### config.mk
export PLATFORM = sky130hd
export DESIGN_NAME = inv_shift_rows_stream
export DESIGN_NICKNAME = d
export VERILOG_FILES = /design/src/rtl/inv_shift_rows_stream.sv
export SDC_FILE = /design/constraint.sdc
export NUM_CORES = 1
export LEC_CHECK = 0
export ABC_AREA = 1
export BUFFER_PORTS_ARGS = -buffer_cell sky130_fd_sc_hd__buf_2
export CAP_MARGIN = 15
export CORE_MARGIN = 2
export CORE_UTILIZATION = 55
export DETAILED_ROUTE_END_ITERATION = 8
export PLACE_DENSITY = 0.84
export RECOVER_POWER = 25
export SYNTH_ARGS = -nofsm -noshare
export SYNTH_HDL_FRONTEND = slang
export SYNTH_SLANG_ARGS = --single-unit
### constraint.sdc
create_clock -name clk -period 5.05 [get_ports clk]
set_input_delay 0 -clock clk [delete_from_list [all_inputs] [get_ports clk]]
set_output_delay 0 -clock clk [all_outputs]
set_load 0.01 [all_outputs]
### src/rtl/inv_shift_rows_stream.sv
// Byte-serial AES state collector. It accepts 16 bytes over a valid/ready
// stream and builds a column-major 128-bit state, where byte k = 4*col + row
// sits at bits [8k+7:8k]. It then applies InvShiftRows (INVERSE=1) or forward
// ShiftRows (INVERSE=0) and holds the result on a valid/ready output until it
// is taken. A frame whose last marker is early or missing is dropped, and err
// pulses for one cycle.
module inv_shift_rows_stream #(
  parameter bit INVERSE = 1'b1
) (
  input  logic         clk,
  input  logic         rst,
  input  logic         s_valid,
  output logic         s_ready,
  input  logic [7:0]   s_byte,
  input  logic         s_last,
  output logic         m_valid,
  input  logic         m_ready,
  output logic [127:0] m_data,
  output logic         err
);

  typedef enum logic {
    COLLECT = 1'b0,
    HOLD    = 1'b1
  } state_e;

  state_e         state_q, state_d;
  logic [3:0]     cnt_q, cnt_d;
  logic [127:0]   stage_q, stage_d;
  logic [127:0]   m_data_q, m_data_d;
  logic           err_q, err_d;
  logic           accept;
  logic           last_slot;
  logic [127:0]   frame;

  // Row r is rotated by r columns: right for the inverse, left for forward.
  function automatic logic [127:0] shift_rows(input logic [127:0] s);
    logic [127:0] o;
    int           src;
    o = '0;
    for (int c = 0; c < 4; c++) begin
      for (int r = 0; r < 4; r++) begin
        src = INVERSE ? ((c - r) & 3) : ((c + r) & 3);
        o[8*(4*c+r) +: 8] = s[8*(4*src+r) +: 8];
      end
    end
    return o;
  endfunction

  // Handshake, byte placement, framing checks and next-state selection.
  always_comb begin
    // NOTE: every signal written here gets a default first, so no path through the block can leave a value unassigned and infer a latch.
    state_d   = state_q;
    cnt_d     = cnt_q;
    stage_d   = stage_q;
    m_data_d  = m_data_q;
    err_d     = 1'b0;
    s_ready   = (state_q == COLLECT) && !rst;
    accept    = s_valid && s_ready;
    last_slot = (cnt_q == 4'd15);
    frame     = stage_q;
    frame[8*cnt_q +: 8] = s_byte;

    if (state_q == COLLECT) begin
      if (accept) begin
        stage_d = frame;
        if (last_slot && s_last) begin
          m_data_d = shift_rows(frame);
          cnt_d    = 4'd0;
          state_d  = HOLD;
        end else if (last_slot || s_last) begin
          // The last marker is early or missing, so the frame is discarded.
          err_d = 1'b1;
          cnt_d = 4'd0;
        end else begin
          cnt_d = cnt_q + 4'd1;
        end
      end
    end else begin
      if (m_ready) begin
        state_d = COLLECT;
      end
    end
  end

  // Control and output registers. Reset clears them synchronously.
  always_ff @(posedge clk) begin
    // NOTE: sequential state uses non-blocking assignments only, so every flop samples the values that held before the clock edge.
    if (rst) begin
      state_q  <= COLLECT;
      cnt_q    <= 4'd0;
      m_data_q <= '0;
      err_q    <= 1'b0;
    end else begin
      state_q  <= state_d;
      cnt_q    <= cnt_d;
      m_data_q <= m_data_d;
      err_q    <= err_d;
    end
  end

  // Staging register. Every slot is rewritten before a frame can complete.
  always_ff @(posedge clk) begin
    // NOTE: the staging register is not reset. Stale contents are never observable, and leaving it out of reset keeps the reset fan-out small.
    stage_q <= stage_d;
  end

  assign m_valid = (state_q == HOLD);
  assign m_data  = m_data_q;
  assign err     = err_q;

endmodule

# Word-level counts from Yosys, hierarchy flattened
# Cells that the tools add are included.
# classes
n_addsub,2
shift,2
eq_ne,1
bitwise_logic,2
n_reduce_logical,8
mux,8
# ops
operator,count
bitwise mux 128 bit,1
variable shift 8 x 34 -> 128 bit (first input constant),1
indexed part select 8 x 34 -> 128 bit,1
negator 7 -> 34 bit,1
2-to-1 mux 4 bit,2
2-to-1 mux 1 bit,5
adder 4 x 1 -> 4 bit (second input constant),1
equality test 4 bit (second input constant),1
OR reduction 4 bit,1
logical AND 1 bit,3
AND reduction 3 bit,1
inverter 1 bit,2
AND reduction 2 bit,1
logical NOT 1 bit,1
logical OR 1 bit,1
# totals
elab_cells,28
inputBits,13
output_inout_bits,131
regBits,262

# Longest topological paths before layout
# depth
depth_word,5
mapped_depth,12
depth_no_buf,10

# Least setup slack after synthesis
# OpenSTA, ideal clock, no wires.
# synth_path
kind,flip-flop to flip-flop
start,reg state_q (netlist: m_valid)
end,reg m_data_q[54] (netlist: m_data[54])
arrival_ns,3.186
setup_time_ns,0.128
path_slack_ns,1.736
path_stages_with_launch,9
path_cell_list,dfxtp_1 nor2_1 nand2_1 inv_2 nand2_2 inv_2 buf_2 clkbuf_1 a21oi_1
# synth_between
elab_chain_len,4
# synth_rtl
element,line,rtl
"start, declared",27,"state_e state_q, state_d;"
"start signal, assigned",95,state_q <= state_d;
inverter 1 bit (no line),--,
logical AND 1 bit,58,s_ready = (state_q == COLLECT) && !rst;
via s_ready,13,"output logic s_ready,"
logical AND 1 bit,59,accept = s_valid && s_ready;
AND reduction 3 bit (no line),--,
"end signal, assigned",97,m_data_q <= m_data_d;
"end, declared",30,"logic [127:0] m_data_q, m_data_d;"
# The timed path passes the listed nets, and every way through them passes these cells.
# A chain may end at the register's enable or synchronous reset.

# Worst setup path after layout
# layout_path
start,reg cnt_q[0]
end,reg m_data_q[118] (netlist: m_data[118])
# layout_between
elab_chain_len,3
elab_cells_between_ends,7
# layout_rtl
element,line,rtl
"start, declared",28,"logic [3:0] cnt_q, cnt_d;"
"start signal, assigned",96,cnt_q <= cnt_d;
negator 7 -> 34 bit (*),62,frame[8*cnt_q +: 8] = s_byte;
indexed part select 8 x 34 -> 128 bit or variable shift 8 x 34 -> 128 bit (tied branches),62,
bitwise mux 128 bit (*),62,
via frame[54],34,logic [127:0] frame;
# The timed path passes the listed nets; every way through them passes the cells marked *.

==> summary.txt <==
Detailed routing
  • Final antenna-violating net count: 0
  • Drt initial violations: 1079
  • DR WL/cell: 15.6 um
  • Number of vias per cell: 5.31
  • # DRC: 0
  • Drt pass-1 iters: 5
  • Vias: 9277
  • WL final: 27200 um

Layout
  • Antenna fix cells: 0
  • Final nets: 1481
  • Fin util: 64.9%
  • Fraction of layout cells with a size suffix above 1: 4.93%
  • Synth-to-layout area growth: 15.0%
  • Final Cell Area: 0.0128 mm2
  • Commonest cells after routing, fill and taps aside: nand2_1 (265), nor2_1 (259), o21ai_0 (190)
  • Most common cell after layout, fill and taps aside: nand2_1

Die
  • Die Y: 146 um
  • Initial core utilization: 56.4%
  • Core Box Area: 0.0197 mm2
  • Rows: 51
  • Area of the die: 0.0213 mm2
  • IO Pins: 144
  • Chip width: 146 um

Synthesis
  • Synth top area share: 34.6%
  • Cell Area, Synth: 0.0111 mm2
  • Yosys top cell by area: edfxtp_1
  • Post-synthesis sequential area ratio: 58.8%
  • Syn Nets: 1354
  • Mapped Cells: 1335
  • YS warnings: 0
  • Avg Inst Size Synth: 8.31 um2
  • Post-synthesis register bit count: 262
  • Ranking of synthesized cells by area: edfxtp_1 (35%), dfxtp_1 (24%), nand2_1 (9.0%)
  • Cell variety after synth: 27

CTS
  • Clock sink count: 262
  • Reg clk slew, reported paths: 0.06 ns
  • CTS tree: yes
  • Clock insertion delay at the later pin of the skew report: 0.53 ns
  • PostCTS Resize Cnt: 0
  • CTS Buf Count: 26
  • H-Tree Depth: 1
  • Max Root-Sink Buffers: 3
  • Clock Tree Root: clkbuf_16

Worst setup path
  • Delay-heaviest family, CP: simple AND/OR/NAND/NOR gates
  • Crit path kind: reg -> reg
  • Buf/Inv on CP: 1
  • Worst-path cell chain: nor3_1 -> ha_1 -> nand3_2 -> nor2_1 -> nand2_1 -> nand2_1 -> o21ai_0 -> inv_1
  • R2r endpoint: m_data[118]
  • Critical Path AT: 3.96 ns
  • R2R depth: 8
  • Peak fanout along the critical path: 36
  • Slowest stage delay, CP: 0.93 ns
  • Reg-to-reg slack, setup: 1.56 ns
  • Crit-path slowest cell: ha_1
  • CP dominant cell by count: nand2_1
  • Critical Path Start Type: register
  • Worst setup EP type: register
  • CP required: 5.52 ns
  • Worst r2r src: cnt_q[0]

Placement
  • Routability Congestion: 0.875
  • Area after DPL: 0.0119 mm2
  • Post-DP HPWL: 17700 um
  • I/O Buffers: 143

Global routing
  • Total grt overflow: 0
  • Largest net degree at the start of global routing: 94
  • Overall global routing resource usage: 24.6%
  • First-pass GRT wire length: 42800 um
  • Initial antenna violation count: 0
  • Vias in the first global route: 8381

Power
  • Clk pwr share: 43.6%
  • PwrDens: 346 mW/mm2
  • Leakage: 5.64 nW
  • Seq pwr share: 51.8%
  • Combinational share of power: 4.6%
  • VDD IR max: 208 uV
  • Psw: 0.974 mW
  • Switching Fraction: 22.0%
  • Int Power: 3.45 mW

Timing
  • Final Max Slew Viols: 0
  • Tcrit/Tclk final: 69.1%
  • Endpoints failing setup: 0
  • Max Freq: 286 MHz
  • Least-Margin Pin Slew: 1.04 ns
  • Period minus WS final: 3.49 ns
  • RSZ-0062 raised after global routing: false
  • Slew headroom: 31.0%
  • Setup TNS: 0 ns
  • Endpoints failing hold: 0
  • Setup Skew: 0.0124 ns

Min path
  • Hold Path Class: in -> reg
  • Hold path start: rst
  • Hold path cells: 4
  • Hold EP: cnt_q[1]

Run status
  • Outcome: completed

Flow run
  • Max-Cap Viols: 0
## routing by layer
metal  track usage (%)  vias to the layer above  share of wire (%)
met2              38.1                      432                 45
li1                  -                     4528                  -
met3              3.75                       88                8.3
met5                 0                        -                  0
met4              9.85                        0                3.9
met1              34.9                     4229                 43
## what timing repair did
| item | in CTS | in global routing |
|---|---|---|
| endpoints found under the hold margin | 22 | 0 |
| setup buffers | 0 | 0 |
| hold buffers | 11 | 0 |
| endpoints found under the setup margin | 0 | 0 |
## worst max path at each step
stage              from           to  slack [ns]  cells past startpoint
6_report       cnt_q[0]  m_data[118]        1.56                      8
5_1_grt        cnt_q[0]   m_data[74]        1.32                      8
4_1_cts        cnt_q[0]  m_data[116]        1.67                      8
3_5_place_dp   cnt_q[0]   m_data[78]        1.69                      8
3_3_place_gp   cnt_q[0]   m_data[24]        1.84                      8
2_1_floorplan   m_valid   m_data[54]        1.74                      8
## cell families after synthesis
kind of cell / Yosys count / synth area share, %
xor+xnor: 2 / 0.293
simple gates: 589 / 21.1
compound gates: 237 / 10.7
buf+inv: 239 / 8.38
fa+ha+maj: 6 / 0.677
flops: 262 / 58.8
## flip-flops by register name, summed over array words and instances, names as in the netlist
signal,cells
m_data,128
m_valid,1
cnt_q,4
err,1
stage_q,128
## per-stage QoR
| step | cells | power, mW | worst slack (ns) | hold slack [ns] |
|---|---|---|---|---|
| final | 1747 | 4.42 | 1.56 | 0.0790 |
| after CTS | 1747 | 4.44 | 1.67 | 0.0748 |
| after detailed placement | 1688 | 2.53 | 1.69 | 0.219 |
| after global placement | 1688 | 2.52 | 1.84 | 0.215 |
| after global routing | 1747 | 4.55 | 1.32 | 0.133 |
| after floorplan | 1335 | 2.47 | 1.74 | 0.102 |
## final cells by class
type                       instances  area (um2)
fill                            1647        6900
sequential                       262        6530
multi-input combinational        834        3640
clock buffer                      37         774
timing repair buffer             160         721
inverter                         178         673
tap                              265         332
clock inverter                    11        93.8
## Yosys cell counts
| master | number |
|---|---|
| nand2_1 | 265 |
| a221oi_1 | 1 |
| nor2_1 | 259 |
| nand4_1 | 8 |
| clkbuf_2 | 2 |
| buf_4 | 2 |
| o31ai_1 | 1 |
| inv_2 | 2 |
| xor2_2 | 1 |
| nand3_1 | 45 |
| nor3_1 | 3 |
| buf_2 | 18 |
| buf_1 | 6 |
| inv_1 | 176 |
| nand2_2 | 1 |
| clkbuf_1 | 33 |
| xnor2_2 | 1 |
| nand3_2 | 2 |
| edfxtp_1 | 128 |
| o21ai_1 | 19 |
| nor2_2 | 2 |
| o21ai_0 | 190 |
| a21oi_1 | 26 |
| nor3_2 | 3 |
| nand4_2 | 1 |
| ha_1 | 6 |
| dfxtp_1 | 134 |
## power groups by stage
stage | combinational [mW] | sequential, mW | clock [mW]
2_1_floorplan | 0.132 | 2.33 | 0
3_3_place_gp | 0.184 | 2.34 | 0
3_5_place_dp | 0.189 | 2.34 | 0
4_1_cts | 0.198 | 2.29 | 1.95
5_1_grt | 0.223 | 2.29 | 2.03
6_report | 0.202 | 2.29 | 1.93
## tightest hold or removal path: cells and delay by family
kind,cells,cell delay [ns]
and+or+nand+nor,2,0.32
AOI/OAI and AO/OA,1,0.11
buffers and inverters,1,0.12
No activity file was read; power rests on OpenSTA's default activity.
